`src/rtl/isa_pkg.sv`:
```
// Shared ISA definitions for the instruction issuer: opcode encodings,
// issuer state encoding and a saturating counter helper.
package isa_pkg;

    localparam logic [1:0] OP_MOVE = 2'b00;
    localparam logic [1:0] OP_LOAD = 2'b01;
    localparam logic [1:0] OP_ADD  = 2'b10;
    localparam logic [1:0] OP_XOR  = 2'b11;

    typedef enum logic [0:0] {
        ST_IDLE = 1'b0,
        ST_IMM  = 1'b1
    } issuer_state_e;

    // Increment that sticks at 255 instead of wrapping
    function automatic logic [7:0] sat_inc8(input logic [7:0] value);
        logic [7:0] result;
        if (value == 8'hFF) begin
            result = value;
        end else begin
            result = value + 8'd1;
        end
        return result;
    endfunction

endpackage

```
`src/rtl/issue_fifo.sv`:
```
// In-order byte FIFO feeding the issuer; DEPTH must be a power of two so the
// pointers wrap naturally. Read data is presented combinationally at the head.
module issue_fifo #(
    parameter int DEPTH = 8,
    parameter int WIDTH = 8
) (
    input  logic             clk,
    input  logic             reset,
    input  logic             push,
    input  logic [WIDTH-1:0] push_data,
    input  logic             pop,
    output logic [WIDTH-1:0] pop_data,
    output logic             full,
    output logic             empty
);

    localparam int AW = (DEPTH > 1) ? $clog2(DEPTH) : 1;
    localparam logic [AW:0] FULL_CNT = (AW + 1)'(DEPTH);

    logic [WIDTH-1:0] mem_r [DEPTH];
    logic [AW-1:0]    wr_ptr_r;
    logic [AW-1:0]    rd_ptr_r;
    logic [AW:0]      count_r;
    logic             push_ok_s;
    logic             pop_ok_s;

    assign full      = (count_r == FULL_CNT);
    assign empty     = (count_r == '0);
    assign push_ok_s = push && !full;
    assign pop_ok_s  = pop && !empty;
    assign pop_data  = mem_r[rd_ptr_r];

    // Storage array; contents are don't-care until written so it has no reset
    always_ff @(posedge clk) begin
        if (push_ok_s) begin
            mem_r[wr_ptr_r] <= push_data;
        end
    end

    // Pointers and occupancy; a push and pop in the same cycle leave count unchanged
    always_ff @(posedge clk) begin
        if (reset) begin
            wr_ptr_r <= '0;
            rd_ptr_r <= '0;
            count_r  <= '0;
        end else begin
            if (push_ok_s) begin
                wr_ptr_r <= wr_ptr_r + AW'(1);
            end
            if (pop_ok_s) begin
                rd_ptr_r <= rd_ptr_r + AW'(1);
            end
            case ({push_ok_s, pop_ok_s})
                2'b10:   count_r <= count_r + (AW + 1)'(1);
                2'b01:   count_r <= count_r - (AW + 1)'(1);
                default: count_r <= count_r;
            endcase
        end
    end

endmodule

```
`src/rtl/instr_issuer.sv`:
```
// Instruction issuer: pops instruction bytes into ISR on fetch, and pulls the
// trailing immediate of a LOAD into imm. Optional counters: ISSUER_OPCODE_COUNT_EN.
module instr_issuer
    import isa_pkg::*;
#(
    parameter int DEPTH = 8
) (
    input  logic       clk,
    input  logic       reset,
    input  logic       wr_valid,
    input  logic [7:0] wr_data,
    output logic       wr_ready,
    input  logic       fetch_req,
    output logic [7:0] ISR,
    output logic       ir_valid,
    output logic [7:0] imm,
    output logic       imm_valid,
    output logic       stall,
    output logic [7:0] cnt_move,
    output logic [7:0] cnt_load,
    output logic [7:0] cnt_add,
    output logic [7:0] cnt_xor
);

    issuer_state_e state_r;
    issuer_state_e state_nxt_s;
    logic [7:0]    fifo_data_s;
    logic          fifo_full_s;
    logic          fifo_empty_s;
    logic          pop_s;
    logic          issue_s;
    logic          imm_load_s;
    logic          stall_s;
    logic [7:0]    isr_r;
    logic [7:0]    imm_r;
    logic          ir_valid_r;
    logic          imm_valid_r;

    issue_fifo #(
        .DEPTH(DEPTH),
        .WIDTH(8)
    ) u_fifo (
        .clk      (clk),
        .reset    (reset),
        .push     (wr_valid),
        .push_data(wr_data),
        .pop      (pop_s),
        .pop_data (fifo_data_s),
        .full     (fifo_full_s),
        .empty    (fifo_empty_s)
    );

    assign wr_ready  = !fifo_full_s;
    assign stall     = stall_s;
    assign ISR       = isr_r;
    assign imm       = imm_r;
    assign ir_valid  = ir_valid_r;
    assign imm_valid = imm_valid_r;

    // Issue control: decide pops, the next state and the stall indication
    always_comb begin
        state_nxt_s = state_r;
        pop_s       = 1'b0;
        issue_s     = 1'b0;
        imm_load_s  = 1'b0;
        stall_s     = 1'b0;
        case (state_r)
            ST_IDLE: begin
                if (fetch_req && !fifo_empty_s) begin
                    pop_s   = 1'b1;
                    issue_s = 1'b1;
                    if (fifo_data_s[7:6] == OP_LOAD) begin
                        state_nxt_s = ST_IMM;
                    end else begin
                        state_nxt_s = ST_IDLE;
                    end
                end else begin
                    stall_s = fetch_req && fifo_empty_s;
                end
            end
            ST_IMM: begin
                // fetch_req is deliberately ignored while the immediate is owed
                if (!fifo_empty_s) begin
                    pop_s       = 1'b1;
                    imm_load_s  = 1'b1;
                    state_nxt_s = ST_IDLE;
                end else begin
                    stall_s = 1'b1;
                end
            end
            default: begin
                state_nxt_s = ST_IDLE;
            end
        endcase
    end

    // State register; reset abandons any LOAD still waiting for its immediate
    always_ff @(posedge clk) begin
        if (reset) begin
            state_r <= ST_IDLE;
        end else begin
            state_r <= state_nxt_s;
        end
    end

    // Issued-word registers hold between pops; valid flags are single-cycle pulses
    always_ff @(posedge clk) begin
        if (reset) begin
            isr_r       <= 8'h00;
            imm_r       <= 8'h00;
            ir_valid_r  <= 1'b0;
            imm_valid_r <= 1'b0;
        end else begin
            ir_valid_r  <= issue_s;
            imm_valid_r <= imm_load_s;
            if (issue_s) begin
                isr_r <= fifo_data_s;
            end
            if (imm_load_s) begin
                imm_r <= fifo_data_s;
            end
        end
    end

`ifdef ISSUER_OPCODE_COUNT_EN
    logic [7:0] cnt_move_r;
    logic [7:0] cnt_load_r;
    logic [7:0] cnt_add_r;
    logic [7:0] cnt_xor_r;

    // Saturating per-opcode counters, bumped on each instruction issue
    always_ff @(posedge clk) begin
        if (reset) begin
            cnt_move_r <= 8'd0;
            cnt_load_r <= 8'd0;
            cnt_add_r  <= 8'd0;
            cnt_xor_r  <= 8'd0;
        end else if (issue_s) begin
            case (fifo_data_s[7:6])
                OP_MOVE: cnt_move_r <= sat_inc8(cnt_move_r);
                OP_LOAD: cnt_load_r <= sat_inc8(cnt_load_r);
                OP_ADD:  cnt_add_r  <= sat_inc8(cnt_add_r);
                OP_XOR:  cnt_xor_r  <= sat_inc8(cnt_xor_r);
                default: cnt_move_r <= cnt_move_r;
            endcase
        end
    end

    assign cnt_move = cnt_move_r;
    assign cnt_load = cnt_load_r;
    assign cnt_add  = cnt_add_r;
    assign cnt_xor  = cnt_xor_r;
`else
    assign cnt_move = 8'd0;
    assign cnt_load = 8'd0;
    assign cnt_add  = 8'd0;
    assign cnt_xor  = 8'd0;
`endif

endmodule

```
`config.mk`:
```
export PLATFORM = sky130hd
export DESIGN_NAME = instr_issuer
export DESIGN_NICKNAME = d
export VERILOG_FILES = /design/src/rtl/isa_pkg.sv /design/src/rtl/issue_fifo.sv /design/src/rtl/instr_issuer.sv
export SDC_FILE = /design/constraint.sdc
export NUM_CORES = 1
export LEC_CHECK = 0
export BUFFER_PORTS_ARGS = -buffer_cell sky130_fd_sc_hd__buf_4
export CAP_MARGIN = 20
export CORE_AREA = 2 2 73 110
export DETAILED_ROUTE_END_ITERATION = 8
export DIE_AREA = 0 0 75 112
export PLACE_DENSITY = 0.79
export SLEW_MARGIN = 5
export SYNTH_ARGS = -nofsm -noshare
export SYNTH_HDL_FRONTEND = slang
export SYNTH_SLANG_ARGS = --single-unit
```
`constraint.sdc`:
```
create_clock -name clk -period 3.5 [get_ports clk]
set_clock_uncertainty 0.1 [all_clocks]
set_input_delay 1.05 -clock clk [delete_from_list [all_inputs] [get_ports clk]]
set_output_delay 1.05 -clock clk [all_outputs]
set_load 0.05 [all_outputs]
```
### Word-level counts from Yosys, hierarchy flattened

Memory sizes are Yosys's and may differ from the RTL's. A register that Yosys moved wholly into a read port is not among the register bits.
Cells that the tools add are included.
W data, S select, Z words.

* add/subtract/negate cells: 4
* eq/ne operators: 4
* multiplexer cells: 16
* bitwise gates (word level): 1
* reductions and logical operators: 8

Operator list (number)
* $mux W1: 10
* $pmux W4 S2: 1
* $add A3 B1 Y3 const B: 2
* $mux W3: 2
* $pmux W1 S2: 3
* $add A4 B1 Y4 const B: 1
* $eq A2 B1 Y1 const B: 2
* $eq A4 B4 Y1 const B: 1
* $logic_and A1 B1 Y1: 4
* $logic_not A4 Y1: 1
* $sub A4 B1 Y4 const B: 1
* $eq A2 B2 Y1 const B: 1
* $logic_not A1 Y1: 2
* $reduce_bool A2 Y1: 1
* $not A1 Y1: 1

* flip-flop bits (word level): 29
* bits in writable memories: 64
* bits of input ports: 12
* memories kept: 1

Memory list
* u_fifo.mem_r: depth 8, bits a word 8, read ports 1, clocked after Yosys merged registers in 1, write ports 1, line issue_fifo.sv:20 `logic [WIDTH-1:0] mem_r [DEPTH];`

### Logic depth before layout (Yosys ltp)

Gate-level depths: netlist of run 1.

* word-level depth: 8
* mapped depth: 11
* depth with buffers taken out: 9

### Hierarchy

A second synthesis of run 1 with hierarchy kept.

* cells, all modules: 285
* area total of the unflattened synthesis: 4087.7 sq um

By module, submodules not included
* issue_fifo: times used 1, cells an instance 167, area an instance 3151.8 sq um, seq. area each 2182.1 sq um
* instr_issuer: times used 1, cells an instance 118, area an instance 935.9 sq um, seq. area each 380.4 sq um

### Worst setup path after synthesis of run 1

No wires, ideal clock.

* path type: input to output
* start point: input port fetch_req
* end point: output port stall
* arrival: 1.754 ns
* required time: 2.350 ns
* slack: 0.596 ns
* stages on the path: 2
* buffers on the path: 0
* path through: nor2_1 nor2_1

* word-level cells in the longest chain between the ends: 3
* elaborated cells between the ends (all ways): 4
* classes of those cells: mux (2); reduce/logical (2)

Ends and longest elaborated chain
* start, declared: line instr_issuer.sv:13 `input logic fetch_req,`
* $logic_and A1 B1 Y1, on equally long branches: line instr_issuer.sv:78, instr_issuer.sv:69
* $mux W1 (*): line instr_issuer.sv:69 `if (fetch_req && !fifo_empty_s) begin`
* $pmux W1 S2 (*): line instr_issuer.sv:67 `case (state_r)`
* end, declared: line instr_issuer.sv:18 `output logic stall,`

Every way passes the cells marked *; elsewhere a longest branch is shown, timed or not.

### Final worst setup path of run 1

* start point: register u_fifo.count_r[0]
* end point: output port wr_ready

* word-level cells in the longest chain between the ends: 2

Ends and longest elaborated chain
* start, declared: line issue_fifo.sv:23 `logic [AW:0] count_r;`
* start signal, assigned: line issue_fifo.sv:54 `2'b10: count_r <= count_r + (AW + 1)'(1);`
* start signal, assigned: line issue_fifo.sv:55 `2'b01: count_r <= count_r - (AW + 1)'(1);`
* start signal, assigned: line issue_fifo.sv:56 `default: count_r <= count_r;`
* $eq A4 B4 Y1: line issue_fifo.sv:27 `assign full = (count_r == FULL_CNT);`
* $logic_not A1 Y1: line instr_issuer.sv:53 `assign wr_ready = !fifo_full_s;`
* end, declared: line instr_issuer.sv:12 `output logic wr_ready,`

Every way passes these cells.

==> reports/qor.yml, run 1 <==
cells_and_area:
  nFillCells: 568
  fin_area_um2: 4540
  drive_above_1_share_pct: 26.1
  synthToLayoutAreaGrowth_pct: 13.6
  diodes: 0
  fin_nets: 335
die:
  ios: 64
  fp.dieW_um: 75
  die_area_um2: 8400
  die_h_um: 112
  start_util_pct: 53.6
  coreArea_um2: 7470
  rows: 39
drt:
  ant_nets: 0
  remaining_drc_errors: 0
  vias: 2200
  wirelength_mm: 6.91
  routedWlPerCell_um: 16.3
  viasPerCell: 5.19
  firstDrtPassIters: 4
  drtIter0Drc: 82
logic_synthesis:
  synthSimpleGateAreaFrac_pct: 10.4
  yosysSeqAreaShare_pct: 64.1
  avgSynthCellArea_um2: 14.3
  synthTopCellsByCount: "edfxtp_1 (64), nor2_1 (44), buf_4 (32), dfxtp_1 (32)"
  synthXorXnorAreaFrac_pct: 1.53
  synthMuxAreaShare_pct: 12.0
  synth_edf_count: 64
  yosys_warnings: 0
  synthAdderAreaFrac_pct: 1.56
  ys_ff_latch: 96
  synth_cells: 279
  synth-async-reset-ratio_pct: 0
  synth_top_family_by_area: "multiplexers"
  yosys.area.top_type_share_pct: 48.0
  netlist_area_um2: 4000
  synth_cell_types: 38
  netlist.top_cell.by_area: "edfxtp_1"
  yosysMostFrequentCell: "edfxtp_1"
  synth-compound-area-share_pct: 2.38
  yosys-top-cells-area: "edfxtp_1 (48%), dfxtp_1 (16%), mux4_2 (9.0%)"
  ys.flop_type: "edfxtp_1"
sta:
  setup_violations: 0
  period_share_pct: 80.7
  rsz0062_at_grt: "false"
  tightest_slew_ns: 0.893
  fin_crit_ns: 2.82
  hold_viol: 0
  max_freq_mhz: 354
  totalNegativeSetupSlack_ns: 0
  worst_slack_ns: 0.675
  slew_viol_final: 0
  slew-limit-headroom_pct: 40.4
clocking:
  cts_tree: "done"
  clockBufferDepth: 2
  post_cts_buffers: 0
  cts-htree-levels: 3
  clk_pin_slew_worst_paths_ns: 0.06
  clk_latency_ns: 0.34
  cts-root-buf: "clkbuf_16"
  cts_buffers: 9
  cts.sinks: 96
  holdBufCountCts: 0
  cts_resized: 0
global_routing:
  grt-ovfl-total: 0
  grt_pass1_wl_mm: 10.8
  track_usage_pct: 18.1
  antenna_found_initial: 0
  grt_max_degree: 32
  grt_pass1_vias: 2142
placed_design:
  io_buffers: 31
  hpwlAfterDp_mm: 4.60
  preCtsSetupSlack_ns: 0.456
  placed_area_um2: 4230
  gp_congestion: 0.784
critical_path:
  worstPathRequired_ns: 2.35
  critPathKind: "register to output pin"
  path_cells: "or4b_1, buf_4"
  startpoint_type: "register"
  arrival_ns: 1.67
  cp_slowest_cell: "or4b_1"
  crit_fanout: 8
  end_kind: "output pin"
  critPathMaxStageDelay_ns: 0.68
pwr:
  p_leak_nw: 1.65
  power.density_nw_per_um2: 812
  swShare_pct: 33.9
  ir_drop_uv: 385
  pwr-share-comb_pct: 32.5
  power.share.clock_pct: 27.4
  seqPwrFrac_pct: 40.1
  p_int_w: 0.00244
  p_sw_w: 0.00125
min_path:
  hold_path_class: "register to register"
run:
  drv_cap: 0
status:
  status: "complete, no violations"
[final timing paths]
kind,start,to,slack [ns],depth (start not counted)
worst min-delay path,ISR[1]$_SDFFE_PP0P_,ISR[1]$_SDFFE_PP0P_,0.39,2
worst max register to register,u_fifo.count_r[0]$_SDFFE_PP0P_,u_fifo.count_r[2]$_SDFFE_PP0P_,0.71,9
worst min register to register,ISR[1]$_SDFFE_PP0P_,ISR[1]$_SDFFE_PP0P_,0.39,2
worst max-delay path,u_fifo.count_r[0]$_SDFFE_PP0P_,wr_ready,0.68,2
[cell usage in the layout (no fill, tap or decap), types with 2 or more instances in the layout]
master,netlist,layout
clkbuf_16,0,9
nand2_1,5,5
o21ai_0,2,2
nor3_1,16,16
dfxtp_1,32,32
a21oi_1,6,6
nand3b_1,3,3
edfxtp_1,64,64
ha_1,5,5
nor2_1,44,44
bufinv_16,0,2
mux2i_1,2,2
xnor2_1,2,2
nand2b_1,4,4
a211oi_1,3,3
nand3_1,3,3
a211oi_2,2,2
buf_4,32,41
mux4_2,16,16
nor3b_1,2,2
mux2_2,7,7
xor2_1,5,5
conb_1,1,32
[power groups by stage]
stage / combinational [W] / clock (W) / sequential [W]
after global placement: 0.00118 / 0 / 0.00149
after global routing: 0.00130 / 0.00107 / 0.00150
after floorplan: 0.000809 / 0 / 0.00166
after detailed placement: 0.00120 / 0 / 0.00150
final: 0.00120 / 0.00101 / 0.00148
after CTS: 0.00121 / 0.00103 / 0.00148
[area by class of cell]
| type | instances | area (µm²) | area share (%) |
|---|---|---|---|
| multi-input cells | 170 | 1240 | 27.2 |
| clock inverters | 6 | 85.1 | 1.87 |
| repair buffers | 41 | 308 | 6.77 |
| clock buffers | 9 | 225 | 4.96 |
| flip-flops and latches | 96 | 2560 | 56.4 |
| well taps | 102 | 128 | 2.81 |
[state kept, by name, summed over array words and instances (netlist names), named ones only]
register         flops
ISR                  8
u_fifo.wr_ptr_r      3
ir_valid             1
imm_valid            1
imm                  8
u_fifo.rd_ptr_r      3
u_fifo.count_r       4
u_fifo.mem_r        64
state_r              1
[metal layers]
| metal | routed length, µm | global-route usage [%] | vias up |
|---|---|---|---|
| li1 | - | - | 1027 |
| met1 | 2620 | 20.4 | 1075 |
| met2 | 3750 | 30.5 | 90 |
| met3 | 434 | 5.61 | 8 |
| met4 | 119 | 8.57 | 0 |
| met5 | 0 | 0 | - |
[through the flow]
| step | utilization, % | hold WS (ns) | cells | total power, W |
|---|---|---|---|---|
| 2_1_floorplan | - | 0.372 | 310 | 0.00247 |
| 5_1_grt | 60.9 | 0.419 | 424 | 0.00387 |
| 4_1_cts | 60.9 | 0.395 | 424 | 0.00372 |
| 6_report | 60.9 | 0.392 | 424 | 0.00369 |
| 3_5_place_dp | 56.7 | 0.382 | 409 | 0.00270 |
| 3_3_place_gp | 56.7 | 0.380 | 409 | 0.00267 |
[cell families after synthesis]
kind of cell / after synthesis
fa+ha+maj: 5
other cells: 1
mux: 26
buf+inv: 44
xor+xnor: 7
compound gates: 14
flops: 96
simple gates: 86
[worst max-delay path: cells and delay by family, from the launching register on]
kind / cells / cell delay (ns)
buffers and inverters: 1 / 0.25
DFF: 1 / 0.40
and+or+nand+nor: 1 / 0.68
Power figures use the tool's default switching activity.
==> run 2: changes to the inputs <==
- CORE_AREA: 2 2 73 110 -> 2 2 77 115
- DIE_AREA: 0 0 75 112 -> 0 0 79 117
- PLACE_DENSITY: 0.79 -> 0.76
- clock period: 3.5 -> 2.5 ns (I/O delays scaled with it)
==> run 2 against run 1 <==
Effect of this change:
- register-to-register slack worse by 0.56 ns
- critical path type unchanged
- worst hold slack barely moved
- global-route usage shrank 1.9 points
- sequential cell count is the same
- clock power increased by 23%
- highest routed layer unchanged
==> reports/qor.yml, run 2 (same netlist as run 1, synthesis figures left out) <==
status:
  status: "complete, no violations"
die:
  coreArea_um2: 8310
  ios: 64
  fp.dieW_um: 79
  die_area_um2: 9240
  rows: 41
  die_h_um: 117
  start_util_pct: 48.1
global_routing:
  grt_max_degree: 32
  antenna_found_initial: 0
  track_usage_pct: 16.2
  grt_pass1_vias: 2099
  grt-ovfl-total: 0
  grt_pass1_wl_mm: 10.9
critical_path:
  worstReg2RegEnd: "u_fifo.count_r[2]$_SDFFE_PP0P_"
  end_kind: "output pin"
  r2r-start: "u_fifo.count_r[0]$_SDFFE_PP0P_"
  crit_buf_inv: 2
  cp_slowest_cell: "or4_4"
  reg2reg_slack_ns: 0.15
  crit_fanout: 5
  critPathMaxStageDelay_ns: 0.54
  ff2ff_path_depth: 9
  arrival_ns: 1.62
  worstPathRequired_ns: 1.65
  critPathKind: "register to output pin"
  cp_top_family: "simple AND/OR/NAND/NOR gates"
  startpoint_type: "register"
  path_cells: "buf_6, or4_4, nor2_4, buf_8"
placed_design:
  gp_congestion: 0.757
  hpwlAfterDp_mm: 4.63
  preCtsSetupSlack_ns: 0.0280
  io_buffers: 31
sta:
  setup_violations: 0
  slew-limit-headroom_pct: 37.7
  max_freq_mhz: 405
  worst_hold_slack_ns: 0.392
  rsz0062_at_grt: "true"
  tightest_slew_ns: 0.932
  hold_viol: 0
  slew_viol_final: 0
  fin_crit_ns: 2.47
  worst_slack_ns: 0.0296
  period_share_pct: 98.8
pwr:
  power.density_nw_per_um2: 1120
  ir_drop_uv: 523
  p_total_w: 0.00519
  p_leak_nw: 1.68
min_path:
  whs_path_depth: 2
  hold_path_class: "register to register"
  min_from: "ISR[0]$_SDFFE_PP0P_"
  worstHoldEndpoint: "ISR[0]$_SDFFE_PP0P_"
clocking:
  clockBufferDepth: 2
  holdBufCountCts: 0
  clk_pin_slew_worst_paths_ns: 0.07
  cts-root-buf: "clkbuf_16"
  cts_tree: "done"
  cts-htree-levels: 3
  cts.sinks: 96
  cts_buffers: 9
  clk_latency_ns: 0.34
cells_and_area:
  synthToLayoutAreaGrowth_pct: 15.5
  drive_above_1_share_pct: 29.9
  largest_register_ffs: 64
  final_cell_mix: "edfxtp_1 (64), buf_4 (47), nor2_1 (43)"
  diodes: 0
  final_common_cell: "edfxtp_1"
  final_util_pct: 55.6
  fin_nets: 343
  regMostFlops: "u_fifo.mem_r"
drt:
  firstDrtPassIters: 4
  routedWlPerCell_um: 15.8
  remaining_drc_errors: 0
  vias: 2205
  ant_nets: 0
  wirelength_mm: 6.94
  drtIter0Drc: 99
  viasPerCell: 5.03
run:
  drv_cap: 0
[run 2: final cells by class]
cell class / instances / area (µm²)
Clock inverter: 7 / 48.8
Fill cell: 661 / 3690
Multi-Input combinational cell: 170 / 1260
Timing Repair Buffer: 49 / 379
Sequential cell: 96 / 2570
Clock buffer: 9 / 225
Tap cell: 107 / 134
[run 2: routing by layer]
layer / global-route usage (%) / up-vias / routed length (µm)
met5: 0 / - / 0
met4: 6.78 / 0 / 114
met3: 3.83 / 8 / 329
met2: 29.6 / 74 / 3760
met1: 18.1 / 1074 / 2740
li1: - / 1049 / -
[run 2: per-stage QoR]
step,cells,cell area (µm²),TNS (ns)
floorplan,310,4140,0
global placement,420,4300,0
detailed placement,420,4300,0
CTS,437,4600,-0.00712
global route,438,4620,-0.0214
finish,438,4620,0
[run 2: timing repair]
item,CTS,global route
pin swaps,2,2
endpoints found under the setup margin,2,3
buffers inserted,1,1
gates resized for setup,4,6
[run 2: worst max-delay path by stage]
| stage | from | to | slack [ns] | depth (start not counted) |
|---|---|---|---|---|
| after floorplan | u_fifo.count_r[1]$_SDFFE_PP0P_ | u_fifo.count_r[2]$_SDFFE_PP0P_ | 0.04 | 11 |
| after global placement | fetch_req | u_fifo.count_r[2]$_SDFFE_PP0P_ | 0.07 | 10 |
| after detailed placement | fetch_req | u_fifo.count_r[2]$_SDFFE_PP0P_ | 0.03 | 10 |
| after CTS | u_fifo.count_r[3]$_SDFFE_PP0P_ | wr_ready | -0.007 | 3 |
| after global routing | u_fifo.count_r[0]$_SDFFE_PP0P_ | stall | -0.02 | 4 |
| final | u_fifo.count_r[0]$_SDFFE_PP0P_ | stall | 0.03 | 4 |
[run 2: report_power, final]
group          switching (W)  leakage, nW  total, W  internal (W)
sequential          0.000116        0.844   0.00203       0.00191
combinational        0.00113        0.709   0.00192      0.000784
clock               0.000569        0.127   0.00124      0.000672
total                0.00182         1.68   0.00519       0.00337
[run 2: worst min-delay path: cells and delay by family (launching register included)]
| kind | cells | cell delay [ns] |
|---|---|---|
| simple gates | 2 | 0.13 |
| flops | 1 | 0.31 |
==> run 3: changes to the inputs <==
- CORE_AREA: 2 2 77 115 -> 2 2 93 95
- DIE_AREA: 0 0 79 117 -> 0 0 95 97
==> run 3 against run 2 <==
Effect of this change:
- total power down 6.9%
- setup slack got worse by 0.0017 ns
- worst hold slack better by 0.0032 ns
- sequential share of layout area rose by 1.3 points
- cell area fell by 2.3%
- global-route usage fell by 1.3 points
- sequential power about the same
- first-iteration DRC count down 12%
- routed wire length down 5.6%
- fmax about the same
- non-clock buffer count decreased by 1
- core utilization shrank 0.12 points
- largest power group unchanged
- highest routed layer unchanged
==> reports/qor.yml, run 3 (same netlist as run 1, synthesis figures left out) <==
global_routing:
  track_usage_pct: 14.9
  grt_pass1_vias: 2097
  grt_pass1_wl_mm: 10.3
  grt-ovfl-total: 0
  grt_max_degree: 32
  antenna_found_initial: 0
placed_design:
  numPlacedInstances: 418
  io_buffers: 31
  hpwlAfterDp_mm: 4.44
  gp_congestion: 0.767
pwr:
  power.share.clock_pct: 19.1
  ir_drop_uv: 350
  swShare_pct: 37.0
  p_int_w: 0.00304
  p_sw_w: 0.00179
  seqPwrFrac_pct: 41.9
  pwr-share-comb_pct: 39.0
  p_leak_nw: 1.64
  power.density_nw_per_um2: 1070
critical_path:
  crit_fanout: 7
  crit_buf_inv: 2
  arrival_ns: 1.62
  cp_top_family: "simple AND/OR/NAND/NOR gates"
  end_kind: "output pin"
  reg2reg_slack_ns: 0.17
  r2r-start: "u_fifo.count_r[2]$_SDFFE_PP0P_"
  startpoint_type: "register"
  ff2ff_path_depth: 9
  cp_slowest_cell: "or4_4"
  critPathKind: "register to output pin"
  critPathMaxStageDelay_ns: 0.54
  worstPathRequired_ns: 1.65
  path_cells: "buf_4, or4_4, nor2_4, buf_6"
  worstReg2RegEnd: "u_fifo.count_r[2]$_SDFFE_PP0P_"
sta:
  period_share_pct: 98.9
  slew_viol_final: 0
  rsz0062_at_grt: "true"
  fin_crit_ns: 2.47
  setup_violations: 0
  max_freq_mhz: 405
  slew-limit-headroom_pct: 42.1
  hold_viol: 0
  tightest_slew_ns: 0.865
drt:
  wirelength_mm: 6.55
  drtIter0Drc: 87
  remaining_drc_errors: 0
  vias: 2199
  firstDrtPassIters: 4
  viasPerCell: 5.06
  ant_nets: 0
  routedWlPerCell_um: 15.1
cells_and_area:
  register_area_um2: 2560
  multiInputGateArea_um2: 1260
  drive_above_1_share_pct: 29.7
  final_common_cell: "edfxtp_1"
  largest_register_ffs: 64
  final_cell_mix: "edfxtp_1 (64), buf_4 (47), nor2_1 (43)"
  fin_nets: 342
  final_util_pct: 55.5
  diodes: 0
  regMostFlops: "u_fifo.mem_r"
  nFillCells: 661
  synthToLayoutAreaGrowth_pct: 12.8
  fin_cells: 435
die:
  die_area_um2: 9220
  coreArea_um2: 8130
  ios: 64
  rows: 33
  die_h_um: 97
  start_util_pct: 49.2
  fp.dieW_um: 95
clocking:
  cts-root-buf: "clkbuf_8"
  cts_buffers: 9
  clk_latency_ns: 0.35
  cts-htree-levels: 3
  clk_pin_slew_worst_paths_ns: 0.09
  clockBufferDepth: 2
  cts_tree: "done"
  holdBufCountCts: 0
  cts.sinks: 96
min_path:
  worstHoldEndpoint: "imm[1]$_SDFFE_PP0P_"
  hold_path_class: "register to register"
  min_from: "imm[1]$_SDFFE_PP0P_"
  whs_path_depth: 2
run:
  drv_cap: 0
status:
  status: "complete, no violations"
## run 3: cell types whose count changed in the layout (fill, tap and decap cells not counted)
| cell | delta |
|---|---|
| inv_8 | +1 |
| clkinvlp_4 | -1 |
| dfxtp_2 | -2 |
| dfxtp_1 | +2 |
| buf_8 | -1 |
| clkbuf_16 | -9 |
| clkbuf_8 | +9 |
| clkinv_1 | -2 |
| inv_6 | +2 |
## run 3: what timing repair did
| action | in CTS | in global routing |
|---|---|---|
| pin swaps | 2 | 1 |
| setup endpoints to repair | 2 | 3 |
| setup buffers | 0 | 1 |
| resized for setup | 4 | 2 |
| gates cloned | 0 | 0 |
## run 3: power groups by stage
stage | combinational (W) | sequential, W | clock, W
after floorplan | 0.00116 | 0.00232 | 0
after global placement | 0.00180 | 0.00205 | 0
after detailed placement | 0.00183 | 0.00206 | 0
after CTS | 0.00187 | 0.00202 | 0.000954
after global routing | 0.00203 | 0.00205 | 0.00102
final | 0.00188 | 0.00202 | 0.000926
## run 3: per-layer routing
| metal | global-route usage [%] | share of wire [%] | vias to the layer above |
|---|---|---|---|
| met2 | 24.1 | 49 | 79 |
| met1 | 19.5 | 45 | 1068 |
| met3 | 2.96 | 4.6 | 9 |
| li1 | - | - | 1043 |
| met5 | 0 | 0 | - |
| met4 | 6.47 | 1.3 | 0 |
## run 3: how the worst max path moves through the flow
stage / depth (start not counted) / endpoint / startpoint
after floorplan: 11 / u_fifo.count_r[2]$_SDFFE_PP0P_ / u_fifo.count_r[1]$_SDFFE_PP0P_
after global placement: 10 / u_fifo.count_r[2]$_SDFFE_PP0P_ / fetch_req
after detailed placement: 10 / u_fifo.count_r[2]$_SDFFE_PP0P_ / fetch_req
after CTS: 4 / stall / u_fifo.count_r[1]$_SDFFE_PP0P_
after global routing: 4 / stall / u_fifo.count_r[0]$_SDFFE_PP0P_
final: 4 / stall / u_fifo.count_r[0]$_SDFFE_PP0P_
## run 3: cell type report
| class | instances | area share, % |
|---|---|---|
| flip-flops and latches | 96 | 56.8 |
| multi-input cells | 170 | 28.0 |
| repair buffers | 48 | 8.07 |
| well taps | 105 | 2.91 |
| clock buffers | 9 | 2.75 |
| clock inverters | 7 | 1.39 |
## run 3: per-stage QoR
stage	TNS (ns)	hold slack [ns]	total power (W)	area, µm²	setup WS [ns]
3_5_place_dp	-0.00313	0.384	0.00388	4300	-0.00313
2_1_floorplan	0	0.372	0.00348	4140	0.0393
5_1_grt	-0.0242	0.418	0.00510	4510	-0.0242
6_report	0	0.395	0.00483	4510	0.0279
4_1_cts	-0.0163	0.398	0.00484	4500	-0.0163
3_3_place_gp	0	0.379	0.00385	4300	0.0674
## run 3: worst min-delay path, stage by stage (launching register included)
cell and delay (ns):
dfxtp_1 0.32, nor2_1 0.09, nor3_1 0.04
